==> config.mk <==
export PLATFORM = sky130hd
export DESIGN_NAME = vector_seq
export DESIGN_NICKNAME = d
export VERILOG_FILES = /design/src/rtl/vector_seq_pkg.sv /design/src/rtl/nmi_edge_latch.sv /design/src/rtl/vector_seq.sv
export SDC_FILE = /design/constraint.sdc
export NUM_CORES = 1
export LEC_CHECK = 0
export BUFFER_PORTS_ARGS = -buffer_cell sky130_fd_sc_hd__buf_2
export CORE_UTILIZATION = 43
export CTS_BUF_LIST = sky130_fd_sc_hd__clkbuf_16
export DETAILED_ROUTE_END_ITERATION = 7
export GPL_TIMING_DRIVEN = 0
export PLACE_DENSITY_LB_ADDON = 0.15
export SLEW_MARGIN = 0
export SYNTH_ARGS = -nofsm -noshare
export SYNTH_HDL_FRONTEND = slang
export SYNTH_SLANG_ARGS = --single-unit
export TNS_END_PERCENT = 100
==> constraint.sdc <==
create_clock -name clk -period 2.8 [get_ports clk]
set_clock_uncertainty 0.1 [all_clocks]
set_input_delay 0.84 -clock clk [delete_from_list [all_inputs] [get_ports clk]]
set_output_delay 0.84 -clock clk [all_outputs]
set_load 0.1 [all_outputs]
==> src/rtl/vector_seq_pkg.sv <==
// rtl/vector_seq_pkg.sv - shared state encoding, vector source codes and default vector addresses
package vector_seq_pkg;

    typedef enum logic [2:0] {
        ST_START    = 3'd0,
        ST_IDLE     = 3'd1,
        ST_FETCH_LO = 3'd2,
        ST_FETCH_HI = 3'd3,
        ST_LOAD     = 3'd4
    } state_t;

    localparam logic [1:0] VSRC_RST = 2'd0;
    localparam logic [1:0] VSRC_NMI = 2'd1;
    localparam logic [1:0] VSRC_IRQ = 2'd2;
    localparam logic [1:0] VSRC_BRK = 2'd3;

    localparam logic [15:0] DEF_RST_VEC  = 16'hFFFC;
    localparam logic [15:0] DEF_NMI_VEC  = 16'hFFFA;
    localparam logic [15:0] DEF_IRQ_VEC  = 16'hFFFE;
    localparam logic [15:0] DEF_FALLBACK = 16'hFFCA;

endpackage

==> src/rtl/nmi_edge_latch.sv <==
// rtl/nmi_edge_latch.sv - rising-edge NMI detector with pending latch
// o_pend includes the live edge so a fresh NMI competes in the same cycle it is seen.
module nmi_edge_latch (
    input  logic clk,
    input  logic rst,
    input  logic i_nmi_req,
    input  logic i_ack,
    output logic o_pend
);

    logic r_nmi_q;
    logic r_pend;
    logic w_edge;

    assign w_edge = i_nmi_req & ~r_nmi_q;
    assign o_pend = r_pend | w_edge;

    always_ff @(posedge clk or posedge rst) begin
        if (rst) begin
            r_nmi_q <= 1'b0;
            r_pend  <= 1'b0;
        end else begin
            r_nmi_q <= i_nmi_req;
            // A new edge survives an ack unless that ack is consuming this very edge.
            if (w_edge && !(i_ack && !r_pend)) begin
                r_pend <= 1'b1;
            end else if (i_ack) begin
                r_pend <= 1'b0;
            end
        end
    end

endmodule

==> src/rtl/vector_seq.sv <==
// rtl/vector_seq.sv - pc front-end arbitrating decoder requests against RST/NMI/BRK/IRQ vector fetches
// Optional read timeout with fallback load is enabled by defining VEC_TIMEOUT_EN.
module vector_seq
    import vector_seq_pkg::*;
#(
    parameter logic [15:0] RST_VEC = DEF_RST_VEC,
    parameter logic [15:0] NMI_VEC = DEF_NMI_VEC,
    parameter logic [15:0] IRQ_VEC = DEF_IRQ_VEC
`ifdef VEC_TIMEOUT_EN
    ,
    parameter int          TIMEOUT_CYC   = 15,
    parameter logic [15:0] FALLBACK_ADDR = DEF_FALLBACK
`endif
) (
    input  logic        clk,
    input  logic        rst,
    input  logic        nmi_req,
    input  logic        irq_req,
    input  logic        irq_mask,
    input  logic        brk_req,
    input  logic        fetch_inc,
    input  logic        jump_req,
    input  logic [15:0] jump_add,
    input  logic [7:0]  mem_rdata,
    input  logic        mem_ready,
    output logic        mem_rd,
    output logic [15:0] mem_addr,
    output logic        pc_branch,
    output logic        pc_increment,
    output logic [15:0] pc_bra_add,
    output logic        busy,
    output logic [1:0]  vec_src,
    output logic        int_ack,
    output logic        vec_err
);

    state_t      r_state;
    logic [15:0] r_base;
    logic [7:0]  r_lo;
    logic [7:0]  r_hi;
    logic [1:0]  r_src;
    logic        r_rst_pend;
    logic        r_brk_pend;

    logic        w_nmi_pend;
    logic        w_brk_pend;
    logic        w_evt;
    logic [1:0]  w_evt_src;
    logic [15:0] w_evt_base;
    logic        w_take;
    logic        w_nmi_ack;
    logic        w_brk_ack;
    logic [15:0] w_load_addr;

    nmi_edge_latch u_nmi (
        .clk       (clk),
        .rst       (rst),
        .i_nmi_req (nmi_req),
        .i_ack     (w_nmi_ack),
        .o_pend    (w_nmi_pend)
    );

    assign w_brk_pend = r_brk_pend | brk_req;

    always_comb begin
        w_evt      = 1'b0;
        w_evt_src  = VSRC_RST;
        w_evt_base = RST_VEC;
        if (r_rst_pend) begin
            w_evt = 1'b1;
        end else if (w_nmi_pend) begin
            w_evt      = 1'b1;
            w_evt_src  = VSRC_NMI;
            w_evt_base = NMI_VEC;
        end else if (w_brk_pend) begin
            w_evt      = 1'b1;
            w_evt_src  = VSRC_BRK;
            w_evt_base = IRQ_VEC;
        end else if (irq_req && !irq_mask) begin
            w_evt      = 1'b1;
            w_evt_src  = VSRC_IRQ;
            w_evt_base = IRQ_VEC;
        end
    end

    // Pending flags are consumed when the sequence starts, so edges during it stay pending.
    assign w_take    = (r_state == ST_IDLE) && w_evt;
    assign w_nmi_ack = w_take && (w_evt_src == VSRC_NMI);
    assign w_brk_ack = w_take && (w_evt_src == VSRC_BRK);

`ifdef VEC_TIMEOUT_EN
    localparam int CW = (TIMEOUT_CYC < 16) ? 4 : $clog2(TIMEOUT_CYC + 1);
    logic [CW-1:0] r_wait_cnt;
    logic          r_timeout;
    logic          w_timeout;

    assign w_timeout   = !mem_ready && (r_wait_cnt == CW'(TIMEOUT_CYC - 1));
    assign w_load_addr = r_timeout ? FALLBACK_ADDR : {r_hi, r_lo};
    assign vec_err     = (r_state == ST_LOAD) && r_timeout;
`else
    assign w_load_addr = {r_hi, r_lo};
    assign vec_err     = 1'b0;
`endif

    always_ff @(posedge clk or posedge rst) begin
        if (rst) begin
            r_state    <= ST_START;
            r_base     <= 16'h0000;
            r_lo       <= 8'h00;
            r_hi       <= 8'h00;
            r_src      <= VSRC_RST;
            r_rst_pend <= 1'b1;
            r_brk_pend <= 1'b0;
`ifdef VEC_TIMEOUT_EN
            r_wait_cnt <= '0;
            r_timeout  <= 1'b0;
`endif
        end else begin
            r_brk_pend <= w_brk_pend & ~w_brk_ack;
            case (r_state)
                ST_START: begin
                    r_state <= ST_FETCH_LO;
                    r_base  <= RST_VEC;
                    r_src   <= VSRC_RST;
`ifdef VEC_TIMEOUT_EN
                    r_wait_cnt <= '0;
`endif
                end
                ST_IDLE: begin
                    if (w_evt) begin
                        r_state <= ST_FETCH_LO;
                        r_base  <= w_evt_base;
                        r_src   <= w_evt_src;
`ifdef VEC_TIMEOUT_EN
                        r_wait_cnt <= '0;
`endif
                    end
                end
                ST_FETCH_LO: begin
                    if (mem_ready) begin
                        r_lo    <= mem_rdata;
                        r_state <= ST_FETCH_HI;
`ifdef VEC_TIMEOUT_EN
                        r_wait_cnt <= '0;
                    end else if (w_timeout) begin
                        r_state   <= ST_LOAD;
                        r_timeout <= 1'b1;
                    end else begin
                        r_wait_cnt <= r_wait_cnt + CW'(1);
`endif
                    end
                end
                ST_FETCH_HI: begin
                    if (mem_ready) begin
                        r_hi    <= mem_rdata;
                        r_state <= ST_LOAD;
`ifdef VEC_TIMEOUT_EN
                    end else if (w_timeout) begin
                        r_state   <= ST_LOAD;
                        r_timeout <= 1'b1;
                    end else begin
                        r_wait_cnt <= r_wait_cnt + CW'(1);
`endif
                    end
                end
                ST_LOAD: begin
                    r_state <= ST_IDLE;
                    if (r_src == VSRC_RST) begin
                        r_rst_pend <= 1'b0;
                    end
`ifdef VEC_TIMEOUT_EN
                    r_timeout <= 1'b0;
`endif
                end
                default: r_state <= ST_START;
            endcase
        end
    end

    assign busy    = (r_state != ST_IDLE);
    assign vec_src = r_src;

    always_comb begin
        mem_rd       = 1'b0;
        mem_addr     = 16'h0000;
        pc_branch    = 1'b0;
        pc_increment = 1'b0;
        pc_bra_add   = 16'h0000;
        int_ack      = 1'b0;
        case (r_state)
            ST_IDLE: begin
                if (!w_evt) begin
                    if (jump_req) begin
                        pc_branch  = 1'b1;
                        pc_bra_add = jump_add;
                    end else if (fetch_inc) begin
                        pc_increment = 1'b1;
                    end
                end
            end
            ST_FETCH_LO: begin
                mem_rd   = 1'b1;
                mem_addr = r_base;
            end
            ST_FETCH_HI: begin
                mem_rd   = 1'b1;
                mem_addr = r_base + 16'd1;
            end
            ST_LOAD: begin
                pc_branch  = 1'b1;
                pc_bra_add = w_load_addr;
                int_ack    = (r_src != VSRC_RST);
            end
            default: ;
        endcase
    end

endmodule

==> qor.csv, run 1 <==
metric,value,unit
crit-path cells,"or4b_4, or3_4, buf_12, nor4_4, buf_6",
clock buffer count from CTS,3,
Global Route Usage Sum,23.5,%
post-synth top area share,39.8,%
Stages on worst setup path,5,
Crit Path Class,flop to primary output,
DP Cell Count,290,
Worst Path Max Fanout,5,
failing checks,setup timing,
slowest cell on the critical path,or4b_4,
Worst EP arrival,2.23,ns
top post-synthesis cells by area,"dfrtp_1 (40%), mux2_1 (11%), o21ai_2 (9.3%)",
Final Critical Period,3.17,ns
std cell rows,22,
IO Pins,73,
drt first pass iters,3,
FF-to-FF path depth,5,
CP max stage delay,0.55,ns
most frequent cells in the layout,"buf_2 (40), buf_4 (32), dfrtp_1 (26)",
syn_area_per_cell,9.86,sq um
WP buf/inv,2,
final core occ,73.1,%
HP Class,flop to flop,
final setup vio count,18,
"non-filler cells, final",301,
GP Congestion,0.802,
die footprint,4200,sq um
area grow syn2layout,60.2,%
ant diodes,0,
DP HPWL,3110,microns
critical path endpoint category,primary output,
critical path data required time,1.86,ns
DRC,0,
Pins Over Slew Limit,0,
H-tree levels,1,
first-pass GRT wire length,7410,microns
"commonest non-fill, non-tap cell in the layout",buf_2,
"area leader, netlist",dfrtp_1,
initial core utilization,45.7,%
clk buf depth,2,
Routed WL,4640,microns
warning count from the yosys run,0,
Syn Inst Count,172,
Die W,64.8,microns
routed via count,1553,
Die Y,64.8,microns
Max-Cap Viols,0,
later-pin clock latency in the skew report,0.26,ns
pin count of the biggest net entering global routing,29,
wire per inst,15.4,microns
Iteration-0 DRC Markers,115,
CTS tree,built,
placed cell areas,2190,sq um
register area share after synthesis,41.4,%
critical path's top delay family,simple AND/OR/NAND/NOR gates,
Final Hold Vio Count,0,
clock sink total,28,
syn nets,205,
Final Cycle Share,113,%
vias per inst,5.16,
initial antenna violation count,0,
setup ws final,-0.372,ns
Worst Setup Start Kind,flop,
Setup WS pre-CTS,-0.673,ns
status,finished with violations,
hold_buf cts,0,
Hold Path Stages,1,
core footprint,3720,sq um
"Clk pin slew, worst setup/hold paths",0.07,ns
RSZ-0062 raised after global routing,yes,
Slew headroom,28.2,%
layout cells sized above 1,52.2,%
Buffers on Ports,70,
Slew @ Worst Pin,1.08,ns
CTS root buf,clkbuf_16,
number of nets still failing antenna checks after routing,0,
number of global-route vias before repair,1534,
grt total ovfl,0,
Unique masters post-synth,36,
synthesis-stage register bit count,28,
Peak Freq,315,MHz
final layout net count,287,
"Design Area, Final",2720,sq um
mapped cell area,1700,sq um
[cell type report]
cell class | count | area (sq um)
inverter | 4 | 15.0
buffer | 25 | 190
multi-input combinational | 114 | 946
tap | 48 | 60.1
clock buffer | 3 | 75.1
clock inverter | 1 | 3.75
sequential | 28 | 703
timing repair buffer | 78 | 724
fill | 273 | 998
[what timing repair did]
item                                    CTS  global route
resized for setup                        95            11
gates cloned                              1             0
buffers inserted                          3             4
pin swaps                                 4             3
endpoints found under the setup margin   18            19
[cells in the mapped netlist]
cell type / number
a31oi_1: 1
and2_1: 4
a21oi_1: 4
a21boi_1: 1
or2_1: 1
buf_6: 3
nand2b_1: 2
maj3_1: 1
conb_1: 1
inv_1: 3
o22a_1: 2
clkbuf_1: 9
nor2b_1: 4
buf_4: 13
nor3_1: 1
o21ai_2: 18
mux2_1: 16
o21ai_1: 2
nor4bb_1: 1
nand4_1: 16
and3b_1: 1
nand2_1: 19
or4b_4: 1
nand3_1: 2
nor2_1: 9
dfrtp_1: 27
inv_2: 1
or3_4: 1
buf_2: 1
dfstp_2: 1
xor2_1: 1
o22ai_1: 1
nor4_4: 1
nor3b_2: 1
nor4_1: 1
a31o_2: 1
[final timing paths]
check	from	to	slack (ns)
min reg2reg	r_base[2]	r_base[2]	0.39
max	r_state[1]	pc_increment	-0.37
max in group asynchronous	rst	r_state[2]	1.14
min	r_base[2]	r_base[2]	0.39
max reg2reg	r_state[1]	r_hi[4]	0.86
min in group asynchronous	rst	r_lo[0]	0.74
[cells by family (layout without fill, tap and decap cells)]
group	count (synthesis)	in the layout	share of synthesized area [%]
AND/OR/NAND/NOR	65	65	22.0
AO/OA/AOI/OAI	30	30	13.8
flip-flops	28	28	41.4
adder cells (fa/ha/maj)	1	1	0.590
other	1	1	0.221
multiplexers	16	16	10.6
XOR/XNOR	1	1	0.516
buffers and inverters	30	111	10.9
[flip-flops by register name, indices dropped and copies added (netlist names)]
name	count
r_lo	8
u_nmi.r_nmi_q	1
vec_src	2
r_rst_pend	1
r_brk_pend	1
r_state	3
u_nmi.r_pend	1
r_base	3
r_hi	8
[per-stage QoR]
step                      hold slack (ns)  TNS (ns)
final                               0.390     -5.20
after CTS                           0.387     -6.63
after global routing                0.402     -6.06
after floorplan                     0.352     -7.10
after global placement              0.372     -9.65
after detailed placement            0.372     -9.51
[routing by layer]
metal	global-route usage (%)	wire length [microns]
met4	7.22	37
met3	5.81	200
met5	0	0
met2	39.1	2410
met1	29.7	1990
Power of run 1 is left out: the tool's default activity adds up to more than one toggle a clock period on the data nets, which glitch-free logic cannot reach.
==> inputs of run 2 (changes only) <==
CTS_BUF_LIST = not set   (was sky130_fd_sc_hd__clkbuf_16)
SETUP_SLACK_MARGIN = 0.02   (was not set)
==> qor.csv, run 2 (synthesis gave the netlist of run 1 again) <==
metric,value,unit,change
Iteration-0 DRC Markers,102,,-11%
Worst Path Max Fanout,5,,unchanged
"Design Area, Final",2680,sq um,-1.4%
Routed WL,4610,microns,-0.65%
routed via count,1548,,-0.32%
HP Class,flop to flop,,
clock sink total,28,,unchanged
initial antenna violation count,0,,unchanged
wire per inst,15.4,microns,-0.32%
number of global-route vias before repair,1487,,-3.1%
Worst Setup Start Kind,flop,,
Final Cycle Share,114,%,+0.36 points
Largest regs,"r_hi x8, r_lo x8",,
Crit Path Class,flop to primary output,,
IO Pins,73,,unchanged
drt first pass iters,4,,+1
DP HPWL,3110,microns,unchanged
Pins Over Slew Limit,0,,unchanged
vias per inst,5.16,,about the same
Final Critical Period,3.18,ns,+0.0102 ns
grt total ovfl,0,,unchanged
ant diodes,0,,unchanged
Buffers on Ports,70,,unchanged
area taken by multi-input logic gates,923,sq um,-2.4%
setup ws final,-0.382,ns,-0.0102 ns
H-tree levels,1,,unchanged
"commonest non-fill, non-tap cell in the layout",buf_2,,
Die Y,64.8,microns,unchanged
initial core utilization,45.7,%,unchanged
Layout fillers,282,,+3.3%
CTS tree,built,,
RSZ-0062 raised after global routing,yes,,
Slew @ Worst Pin,1.06,ns,-0.0155 ns
Reg area,703,sq um,unchanged
pin count of the biggest net entering global routing,29,,unchanged
Final Hold Vio Count,0,,unchanged
first-pass GRT wire length,7310,microns,-1.3%
DRC,0,,unchanged
clk buf depth,2,,unchanged
most frequent cells in the layout,"buf_2 (41), buf_4 (27), dfrtp_1 (26)",,
number of nets still failing antenna checks after routing,0,,unchanged
final layout net count,286,,-0.35%
area grow syn2layout,57.9,%,
hold_buf cts,0,,unchanged
CTS root buf,clkbuf_8,,
final setup vio count,18,,unchanged
Die W,64.8,microns,unchanged
Peak Freq,314,MHz,-0.32%
core footprint,3720,sq um,unchanged
die footprint,4200,sq um,unchanged
placed cell areas,2190,sq um,unchanged
later-pin clock latency in the skew report,0.27,ns,about the same
Global Route Usage Sum,22.9,%,-0.52 points
Max-Cap Viols,0,,unchanged
std cell rows,22,,unchanged
Slew headroom,29.2,%,+1.0 points
layout cells sized above 1,52.0,%,-0.19 points
status,finished with violations,,
"Clk pin slew, worst setup/hold paths",0.10,ns,+0.03 ns
failing checks,setup timing,,
GP Congestion,0.802,,unchanged
clock buffer count from CTS,3,,unchanged
Worst EP arrival,2.24,ns,about the same
critical path data required time,1.86,ns,about the same
critical path endpoint category,primary output,,
==> run 2: changes by cell type in the layout (fill, tap and decap cells not counted), sizes merged <==
cell    change
buf         +1
clkbuf      -1
clkinv      -1
==> run 2: layout make-up <==
| cell class | instances | area share (%) |
|---|---|---|
| plain buffers | 25 | 6.96 |
| clock buffers | 4 | 2.06 |
| inverters | 4 | 0.560 |
| well taps | 48 | 2.24 |
| flip-flops and latches | 28 | 26.2 |
| multi-input cells | 114 | 34.5 |
| repair buffers | 77 | 27.5 |
==> run 2: path summary, 6_finish.rpt <==
check / start / end / slack [ns] / cells after the start
max: r_state[1] / pc_increment / -0.38 / 5
min: r_base[2] / r_base[2] / 0.40 / 1
max reg2reg: r_state[1] / r_hi[4] / 0.85 / 5
min reg2reg: r_base[2] / r_base[2] / 0.40 / 1
max in group asynchronous: rst / r_state[2] / 1.17 / 2
min in group asynchronous: rst / r_lo[0] / 0.72 / 2
==> run 2: stage by stage <==
stage / cells / setup TNS [ns] / hold WS [ns] / setup WS [ns] / util, %
global route: 300 / -6.58 / 0.411 / -0.431 / 72.1
floorplan: 172 / -7.10 / 0.352 / -0.663 / -
global placement: 290 / -9.65 / 0.372 / -0.674 / 58.9
CTS: 297 / -7.06 / 0.395 / -0.472 / 71.0
detailed placement: 290 / -9.51 / 0.372 / -0.673 / 58.9
finish: 300 / -5.57 / 0.396 / -0.382 / 72.1
==> run 2: layer usage <==
layer  vias up  global-route usage (%)  part of all wire [%]
met1       751                    29.8                    43
met4         0                    4.44                  0.67
met2        44                    39.2                    51
met5         -                       0                     0
met3         4                    4.93                   4.5
li1        749                       -                     -
==> run 2: worst max-delay path, cell delays in order, from the launching register on <==
cell	delay, ns
dfrtp_1	0.41
or4b_4	0.55
or3_4	0.41
buf_12	0.17
nor4_4	0.17
buf_6	0.27
==> run 2: repair_timing <==
action | 4_1_cts | 5_1_grt
resized for setup | 95 | 11
gates cloned | 1 | 0
buffers inserted | 2 | 4
pin swaps | 1 | 4
setup endpoints to repair | 18 | 30
Power of run 2 is left out for the same reason.
